--- config.mk ---
export PLATFORM = sky130hd
export DESIGN_NAME = multicycle_controller
export DESIGN_NICKNAME = d
export VERILOG_FILES = /design/src/rtl/ctrl_pkg.sv /design/src/rtl/aludec_w.sv /design/src/rtl/multicycle_controller.sv
export SDC_FILE = /design/constraint.sdc
export NUM_CORES = 1
export LEC_CHECK = 0
export ABC_AREA = 1
export BUFFER_PORTS_ARGS = -buffer_cell sky130_fd_sc_hd__buf_2
export CAP_MARGIN = 20
export CELL_PAD_IN_SITES_DETAIL_PLACEMENT = 0
export CELL_PAD_IN_SITES_GLOBAL_PLACEMENT = 1
export CORE_MARGIN = 3
export CORE_UTILIZATION = 38
export DETAILED_ROUTE_END_ITERATION = 10
export GPL_TIMING_DRIVEN = 0
export PLACE_DENSITY = 0.9
export SYNTH_ARGS = -nofsm -noshare
export SYNTH_HDL_FRONTEND = slang
export SYNTH_SLANG_ARGS = --single-unit
--- constraint.sdc ---
create_clock -name clk -period 2.74 [get_ports clk]
set_clock_uncertainty 0.2 [all_clocks]
set_input_delay 0.274 -clock clk [delete_from_list [all_inputs] [get_ports clk]]
set_output_delay 0.274 -clock clk [all_outputs]
set_load 0.02 [all_outputs]
--- src/rtl/ctrl_pkg.sv ---
// rtl/ctrl_pkg.sv - shared states, opcodes and control-field encodings for the multicycle controller
package ctrl_pkg;

  typedef enum logic [3:0] {
    S_FETCH,
    S_DECODE,
    S_MEMADR,
    S_MEMREAD,
    S_MEMWB,
    S_MEMWRITE,
    S_EXECR,
    S_EXECI,
    S_ALUWB,
    S_JALR,
    S_JAL,
    S_LUI,
    S_BRANCH
`ifdef CTRL_ILLEGAL_TRAP_EN
    , S_TRAP
`endif
  } state_e;

  localparam logic [6:0] OP_LOAD   = 7'b0000011;
  localparam logic [6:0] OP_STORE  = 7'b0100011;
  localparam logic [6:0] OP_RTYPE  = 7'b0110011;
  localparam logic [6:0] OP_ITYPE  = 7'b0010011;
  localparam logic [6:0] OP_JAL    = 7'b1101111;
  localparam logic [6:0] OP_JALR   = 7'b1100111;
  localparam logic [6:0] OP_BRANCH = 7'b1100011;
  localparam logic [6:0] OP_LUI    = 7'b0110111;
  localparam logic [6:0] OP_AUIPC  = 7'b0010111;

  localparam logic [3:0] ALU_ADD   = 4'd0;
  localparam logic [3:0] ALU_SUB   = 4'd1;
  localparam logic [3:0] ALU_AND   = 4'd2;
  localparam logic [3:0] ALU_OR    = 4'd3;
  localparam logic [3:0] ALU_XOR   = 4'd4;
  localparam logic [3:0] ALU_SLT   = 4'd5;
  localparam logic [3:0] ALU_SLTU  = 4'd6;
  localparam logic [3:0] ALU_SLL   = 4'd7;
  localparam logic [3:0] ALU_SRL   = 4'd8;
  localparam logic [3:0] ALU_SRA   = 4'd9;
  localparam logic [3:0] ALU_PASSB = 4'd10;

  localparam logic [2:0] IMM_I = 3'b000;
  localparam logic [2:0] IMM_S = 3'b001;
  localparam logic [2:0] IMM_B = 3'b010;
  localparam logic [2:0] IMM_J = 3'b011;
  localparam logic [2:0] IMM_U = 3'b100;

  localparam logic [1:0] RES_ALUOUT    = 2'b00;
  localparam logic [1:0] RES_DATA      = 2'b01;
  localparam logic [1:0] RES_ALURESULT = 2'b10;

  localparam logic [1:0] SRCA_PC    = 2'b00;
  localparam logic [1:0] SRCA_OLDPC = 2'b01;
  localparam logic [1:0] SRCA_RS1   = 2'b10;

  localparam logic [1:0] SRCB_RS2  = 2'b00;
  localparam logic [1:0] SRCB_IMM  = 2'b01;
  localparam logic [1:0] SRCB_FOUR = 2'b10;

  localparam logic [1:0] ALUOP_ADD   = 2'b00;
  localparam logic [1:0] ALUOP_SUB   = 2'b01;
  localparam logic [1:0] ALUOP_FUNCT = 2'b10;
  localparam logic [1:0] ALUOP_PASSB = 2'b11;

endpackage

--- src/rtl/aludec_w.sv ---
// rtl/aludec_w.sv - ALU operation decode from ALUOp/funct fields, zero-filled to ALUCTRL_W bits
module aludec_w
  import ctrl_pkg::*;
#(
  parameter int ALUCTRL_W = 4
) (
  input  logic [1:0]           alu_op,
  input  logic [2:0]           funct3,
  input  logic                 op_b5,
  input  logic                 funct7b5,
  output logic [ALUCTRL_W-1:0] alu_control
);

  logic [3:0] ctrl;

  always_comb begin
    ctrl = ALU_ADD;
    case (alu_op)
      ALUOP_ADD:   ctrl = ALU_ADD;
      ALUOP_SUB:   ctrl = ALU_SUB;
      ALUOP_PASSB: ctrl = ALU_PASSB;
      default: begin
        case (funct3)
          // Only R-type can subtract; bit 30 of an I-type add is immediate data
          3'b000:  ctrl = (op_b5 && funct7b5) ? ALU_SUB : ALU_ADD;
          3'b001:  ctrl = ALU_SLL;
          3'b010:  ctrl = ALU_SLT;
          3'b011:  ctrl = ALU_SLTU;
          3'b100:  ctrl = ALU_XOR;
          3'b101:  ctrl = funct7b5 ? ALU_SRA : ALU_SRL;
          3'b110:  ctrl = ALU_OR;
          default: ctrl = ALU_AND;
        endcase
      end
    endcase
  end

  assign alu_control = ALUCTRL_W'(ctrl);

endmodule

--- src/rtl/multicycle_controller.sv ---
// rtl/multicycle_controller.sv - RV32I multicycle Moore control FSM with instret counter
// Optional CTRL_ILLEGAL_TRAP_EN: illegal instructions park in a sticky TRAP state.
module multicycle_controller
  import ctrl_pkg::*;
#(
  parameter int ALUCTRL_W = 4,
  parameter int CNT_W     = 32
) (
  input  logic                 clk,
  input  logic                 reset_n,
  input  logic [6:0]           op,
  input  logic [2:0]           funct3,
  input  logic                 funct7b5,
  input  logic                 Zero,
  input  logic                 Lt,
  input  logic                 Ltu,
  input  logic                 mem_ready,
  output logic                 PCWrite,
  output logic                 AdrSrc,
  output logic                 MemRead,
  output logic                 MemWrite,
  output logic                 IRWrite,
  output logic                 RegWrite,
  output logic [1:0]           ResultSrc,
  output logic [1:0]           ALUSrcA,
  output logic [1:0]           ALUSrcB,
  output logic [2:0]           ImmSrc,
  output logic [ALUCTRL_W-1:0] ALUControl,
  output logic [CNT_W-1:0]     instret,
  output logic                 illegal
);

  state_e           state_q, state_d;
  logic [CNT_W-1:0] instret_q, instret_d;
  logic             pc_write, mem_read, mem_write, ir_write, reg_write;
  logic [1:0]       alu_op;
  logic             taken, bad, skip;

  always_comb begin
    case (funct3)
      3'b000:  taken = Zero;
      3'b001:  taken = !Zero;
      3'b100:  taken = Lt;
      3'b101:  taken = !Lt;
      3'b110:  taken = Ltu;
      3'b111:  taken = !Ltu;
      default: taken = 1'b0;
    endcase
  end

  always_comb begin
    state_d   = state_q;
    pc_write  = 1'b0;
    mem_read  = 1'b0;
    mem_write = 1'b0;
    ir_write  = 1'b0;
    reg_write = 1'b0;
    AdrSrc    = 1'b0;
    ResultSrc = RES_ALUOUT;
    ALUSrcA   = SRCA_PC;
    ALUSrcB   = SRCB_RS2;
    ImmSrc    = IMM_I;
    alu_op    = ALUOP_ADD;
    bad       = 1'b0;
    skip      = 1'b0;
    case (state_q)
      S_FETCH: begin
        mem_read  = 1'b1;
        ALUSrcB   = SRCB_FOUR;
        ResultSrc = RES_ALURESULT;
        if (mem_ready) begin
          ir_write = 1'b1;
          pc_write = 1'b1;
          state_d  = S_DECODE;
        end
      end
      S_DECODE: begin
        ALUSrcA = SRCA_OLDPC;
        ALUSrcB = SRCB_IMM;
        case (op)
          OP_LOAD, OP_STORE: state_d = S_MEMADR;
          OP_RTYPE:          state_d = S_EXECR;
          OP_ITYPE:          state_d = S_EXECI;
          OP_JALR:           state_d = S_JALR;
          OP_LUI:            state_d = S_LUI;
          OP_JAL: begin
            ImmSrc  = IMM_J;
            state_d = S_JAL;
          end
          OP_AUIPC: begin
            ImmSrc  = IMM_U;
            state_d = S_ALUWB;
          end
          OP_BRANCH: begin
            ImmSrc = IMM_B;
            if (funct3[2:1] == 2'b01) bad = 1'b1;
            else                      state_d = S_BRANCH;
          end
          default: bad = 1'b1;
        endcase
        if (bad) begin
`ifdef CTRL_ILLEGAL_TRAP_EN
          state_d = S_TRAP;
`else
          state_d = S_FETCH;
          skip    = 1'b1;
`endif
        end
      end
      S_MEMADR: begin
        ALUSrcA = SRCA_RS1;
        ALUSrcB = SRCB_IMM;
        ImmSrc  = op[5] ? IMM_S : IMM_I;
        state_d = op[5] ? S_MEMWRITE : S_MEMREAD;
      end
      S_MEMREAD: begin
        mem_read = 1'b1;
        AdrSrc   = 1'b1;
        if (mem_ready) state_d = S_MEMWB;
      end
      S_MEMWB: begin
        ResultSrc = RES_DATA;
        reg_write = 1'b1;
        state_d   = S_FETCH;
      end
      S_MEMWRITE: begin
        mem_write = 1'b1;
        AdrSrc    = 1'b1;
        if (mem_ready) state_d = S_FETCH;
      end
      S_EXECR: begin
        ALUSrcA = SRCA_RS1;
        alu_op  = ALUOP_FUNCT;
        state_d = S_ALUWB;
      end
      S_EXECI: begin
        ALUSrcA = SRCA_RS1;
        ALUSrcB = SRCB_IMM;
        alu_op  = ALUOP_FUNCT;
        state_d = S_ALUWB;
      end
      S_ALUWB: begin
        reg_write = 1'b1;
        state_d   = S_FETCH;
      end
      S_JALR: begin
        ALUSrcA = SRCA_RS1;
        ALUSrcB = SRCB_IMM;
        state_d = S_JAL;
      end
      S_JAL: begin
        ALUSrcA  = SRCA_OLDPC;
        ALUSrcB  = SRCB_FOUR;
        pc_write = 1'b1;
        state_d  = S_ALUWB;
      end
      S_LUI: begin
        ALUSrcB = SRCB_IMM;
        ImmSrc  = IMM_U;
        alu_op  = ALUOP_PASSB;
        state_d = S_ALUWB;
      end
      S_BRANCH: begin
        ALUSrcA  = SRCA_RS1;
        alu_op   = ALUOP_SUB;
        pc_write = taken;
        state_d  = S_FETCH;
      end
`ifdef CTRL_ILLEGAL_TRAP_EN
      S_TRAP: state_d = S_TRAP;
`endif
      default: state_d = S_FETCH;
    endcase
  end

  always_comb begin
    instret_d = instret_q;
    if (state_d == S_FETCH && state_q != S_FETCH && !skip) instret_d = instret_q + 1'b1;
  end

  always_ff @(posedge clk or negedge reset_n) begin
    if (!reset_n) begin
      state_q   <= S_FETCH;
      instret_q <= '0;
    end else begin
      state_q   <= state_d;
      instret_q <= instret_d;
    end
  end

`ifdef CTRL_ILLEGAL_TRAP_EN
  logic illegal_q, illegal_d;

  assign illegal_d = illegal_q | (state_d == S_TRAP);

  always_ff @(posedge clk or negedge reset_n) begin
    if (!reset_n) illegal_q <= 1'b0;
    else          illegal_q <= illegal_d;
  end

  assign illegal = illegal_q;
`else
  assign illegal = 1'b0;
`endif

  aludec_w #(.ALUCTRL_W(ALUCTRL_W)) u_aludec (
    .alu_op      (alu_op),
    .funct3      (funct3),
    .op_b5       (op[5]),
    .funct7b5    (funct7b5),
    .alu_control (ALUControl)
  );

  // Write enables drop the instant reset asserts, before the state flop settles
  assign PCWrite  = pc_write  & reset_n;
  assign IRWrite  = ir_write  & reset_n;
  assign MemRead  = mem_read  & reset_n;
  assign MemWrite = mem_write & reset_n;
  assign RegWrite = reg_write & reset_n;
  assign instret  = instret_q;

endmodule

==> run_results.csv <==
group,metric,value,unit
sta,fin_setup_tns,0,ns
synthesis,yosysWarnings,0,
sta,hold_violations,0,
synthesis,synthFlopType,"dfrtp_1",
synthesis,synth-edff-count,0,
clock_network,clkLatencyLatePin,0.29,ns
place,dp.cells,596,
floorplanning,die_h,93.3,um
worst_hold_path,min_from,"mem_ready",
floorplanning,rows,31,
global_route,track_usage,18.9,%
place,io_buffers,67,
synthesis,ys_ff_latch,36,
clock_network,cts_root_buffer,"clkbuf_8",
sta,finalCritPeriodShare,87.4,%
clock_network,clk_path_buf_depth,2,
cells_and_area,final_cells,605,
place,gp_congestion,0.921,
synthesis,syn_nets,448,
worst_setup_path,r2r_slack,0.53,ns
worst_hold_path,hold_depth,4,
power,cellPowerDensity,454,nW/um^2
sta,rsz0062_at_grt,"no",
sta,worst_slew_pin_slew,0.519,ns
synthesis,netlist_instances,430,
synthesis,synth.avg_cell_area,6.73,um^2
status,status,"finished clean",
cells_and_area,antenna_cells,0,
global_route,grt_max_degree,38,
sta,slew_viol_final,0,
synthesis,async_flop_share,100,%
sta,slew_headroom,65.4,%
worst_setup_path,r2r-end,"instret[9]$_DFFE_PN0P_",
detailed_routing,dr.pass1.iters,4,
place,dp_hpwl,6350,um
clock_network,clkSlewWorstSetupHoldPaths,0.07,ns
sta,max_freq,418,MHz
floorplanning,start_util,39.5,%
synthesis,yosysUniqueCellTypes,40,
floorplanning,io_pins,69,
detailed_routing,vias,3008,
power,ir_drop,0.354,mV
detailed_routing,wirelength,7980,um
cells_and_area,nNetsFinal,523,
cells_and_area,area_growth,19.5,%
global_route,grt_pass1_vias,2783,
clock_network,numCtsBuffers,5,
detailed_routing,vias_per_cell,4.97,
detailed_routing,drt_iter0_markers,125,
worst_setup_path,worst_r2r_path_depth,13,
synthesis,synth_area,2900,um^2
sta,setup_viol,0,
clock_network,tritoncts,"yes",
worst_setup_path,worstPathArrival,1.92,ns
floorplanning,die_w,93.3,um
detailed_routing,ant_nets,0,
detailed_routing,wl_per_cell,13.2,um
worst_setup_path,required,2.27,ns
floorplanning,dieArea,8700,um^2
worst_hold_path,hold_end,"state_q[0]$_DFF_PN0_",
power,p_leak,1.87,nW
floorplanning,core_area,7330,um^2
worst_setup_path,crit_type,"in2out",
cells_and_area,drive_above_1_share,23.9,%
worst_setup_path,crit_fanout,37,
clock_network,htreeDepth,2,
worst_setup_path,worstSetupEndpointType,"output port",
detailed_routing,remaining_drc_errors,0,
worst_setup_path,worstSetupStartpointType,"input port",
global_route,grt_pass1_wl,13400,um
cells_and_area,final_common_cell,"nand2_1",
global_route,grt.overflow.total,0,
synthesis,yosysSeqAreaShare,31.1,%
sta,fin_crit,2.40,ns
worst_setup_path,r2r-start,"state_q[3]$_DFF_PN0_",
run,maxCapViolCount,0,
cells_and_area,most-common-layout-cells,"128 x nand2_1, 69 x buf_2, 52 x nand3_1, 50 x nor2_1, 36 x dfrtp_1",
clock_network,clock-sinks,36,
global_route,antenna_found_initial,0,
worst_hold_path,hp-class,"in2reg",
[synth_stat cells, types with 2 or more instances]
cell,n,share of area (%)
nor3_1,12,2.1
nand3_1,52,9.0
xnor2_1,10,3.0
nand4_1,9,1.9
inv_1,33,4.3
inv_2,5,0.65
nand3_2,3,1.0
xor2_1,17,5.1
nor4_1,8,1.7
nor2_2,6,1.3
o21ai_0,9,1.6
dfrtp_1,36,31
nor2_1,50,6.5
nand2_2,15,3.2
clkbuf_1,2,0.26
buf_2,3,0.52
nand2_1,128,17
a21oi_1,6,1.0
buf_4,4,1.0
nor2_4,2,0.78
[sequential cells by signal, summed over array words and instances, names as in the netlist]
signal / flops
state_q: 4
instret: 32
[how the worst max path moves through the flow]
stage | from | to | slack, ns
finish | reset_n | RegWrite | 0.34
global route | reset_n | RegWrite | 0.16
global placement | op[1] | instret[7]$_DFFE_PN0P_ | 0.55
detailed placement | op[1] | instret[7]$_DFFE_PN0P_ | 0.53
floorplan | state_q[3]$_DFF_PN0_ | instret[17]$_DFFE_PN0P_ | 0.65
CTS | reset_n | RegWrite | 0.03
[through the flow]
stage                     setup WS [ns]  hold slack, ns  power [mW]  utilization (%)  area [um^2]
after floorplan                   0.647          -0.222        1.01                -         2900
after global placement            0.553           0.208        1.18             45.8         3350
after detailed placement          0.532           0.227        1.19             45.8         3350
after CTS                        0.0349           0.201        1.59             47.2         3460
after global routing              0.163           0.211        1.67             47.2         3460
final                             0.345           0.208        1.57             47.2         3460
[layer usage]
metal | share of wire, % | GRT usage (%) | up-vias
met5 | 0 | 0 | -
met4 | 0.86 | 4.15 | 0
met3 | 4.9 | 2.90 | 8
met2 | 45 | 30.3 | 77
met1 | 49 | 26.8 | 1377
li1 | - | - | 1546
[critical path: stages]
cell and delay [ns]:
dlygate4sd3_1 0.53, clkbuf_4 0.47, inv_1 0.20, a211oi_1 0.24, buf_2 0.20
[what timing repair did]
action / in CTS / in global routing
gates resized for setup: 0 / 1
endpoints found under the hold margin: 36 / 0
buffers inserted: 0 / 0
hold buffers: 1 / 0
setup endpoints to repair: 0 / 4
[report_power, final]
group | total, mW | internal (mW) | leakage, nW | switching [mW]
logic | 0.563 | 0.178 | 1.32 | 0.385
clock network | 0.395 | 0.201 | 0.0510 | 0.194
registers | 0.614 | 0.566 | 0.497 | 0.0479
[cell families after synthesis]
kind of cell / Yosys count / synth area share, %
mux: 1 / 0.346
other cells: 1 / 0.130
buf+inv: 49 / 7.65
fa+ha+maj: 1 / 0.432
xor+xnor: 27 / 8.17
simple gates: 291 / 47.1
flops: 36 / 31.1
compound gates: 24 / 5.10
[area by class of cell]
cell class              instances  area [um^2]
multi-input cells             345         1770
plain buffers                  11         78.8
flip-flops and latches         36          901
clock inverters                 2         10.0
well taps                      99          124
fillers                       779         3870
repair buffers                 68          348
inverters                      38          143
clock buffers                   6         82.6
Power figures use the tool's default switching activity.
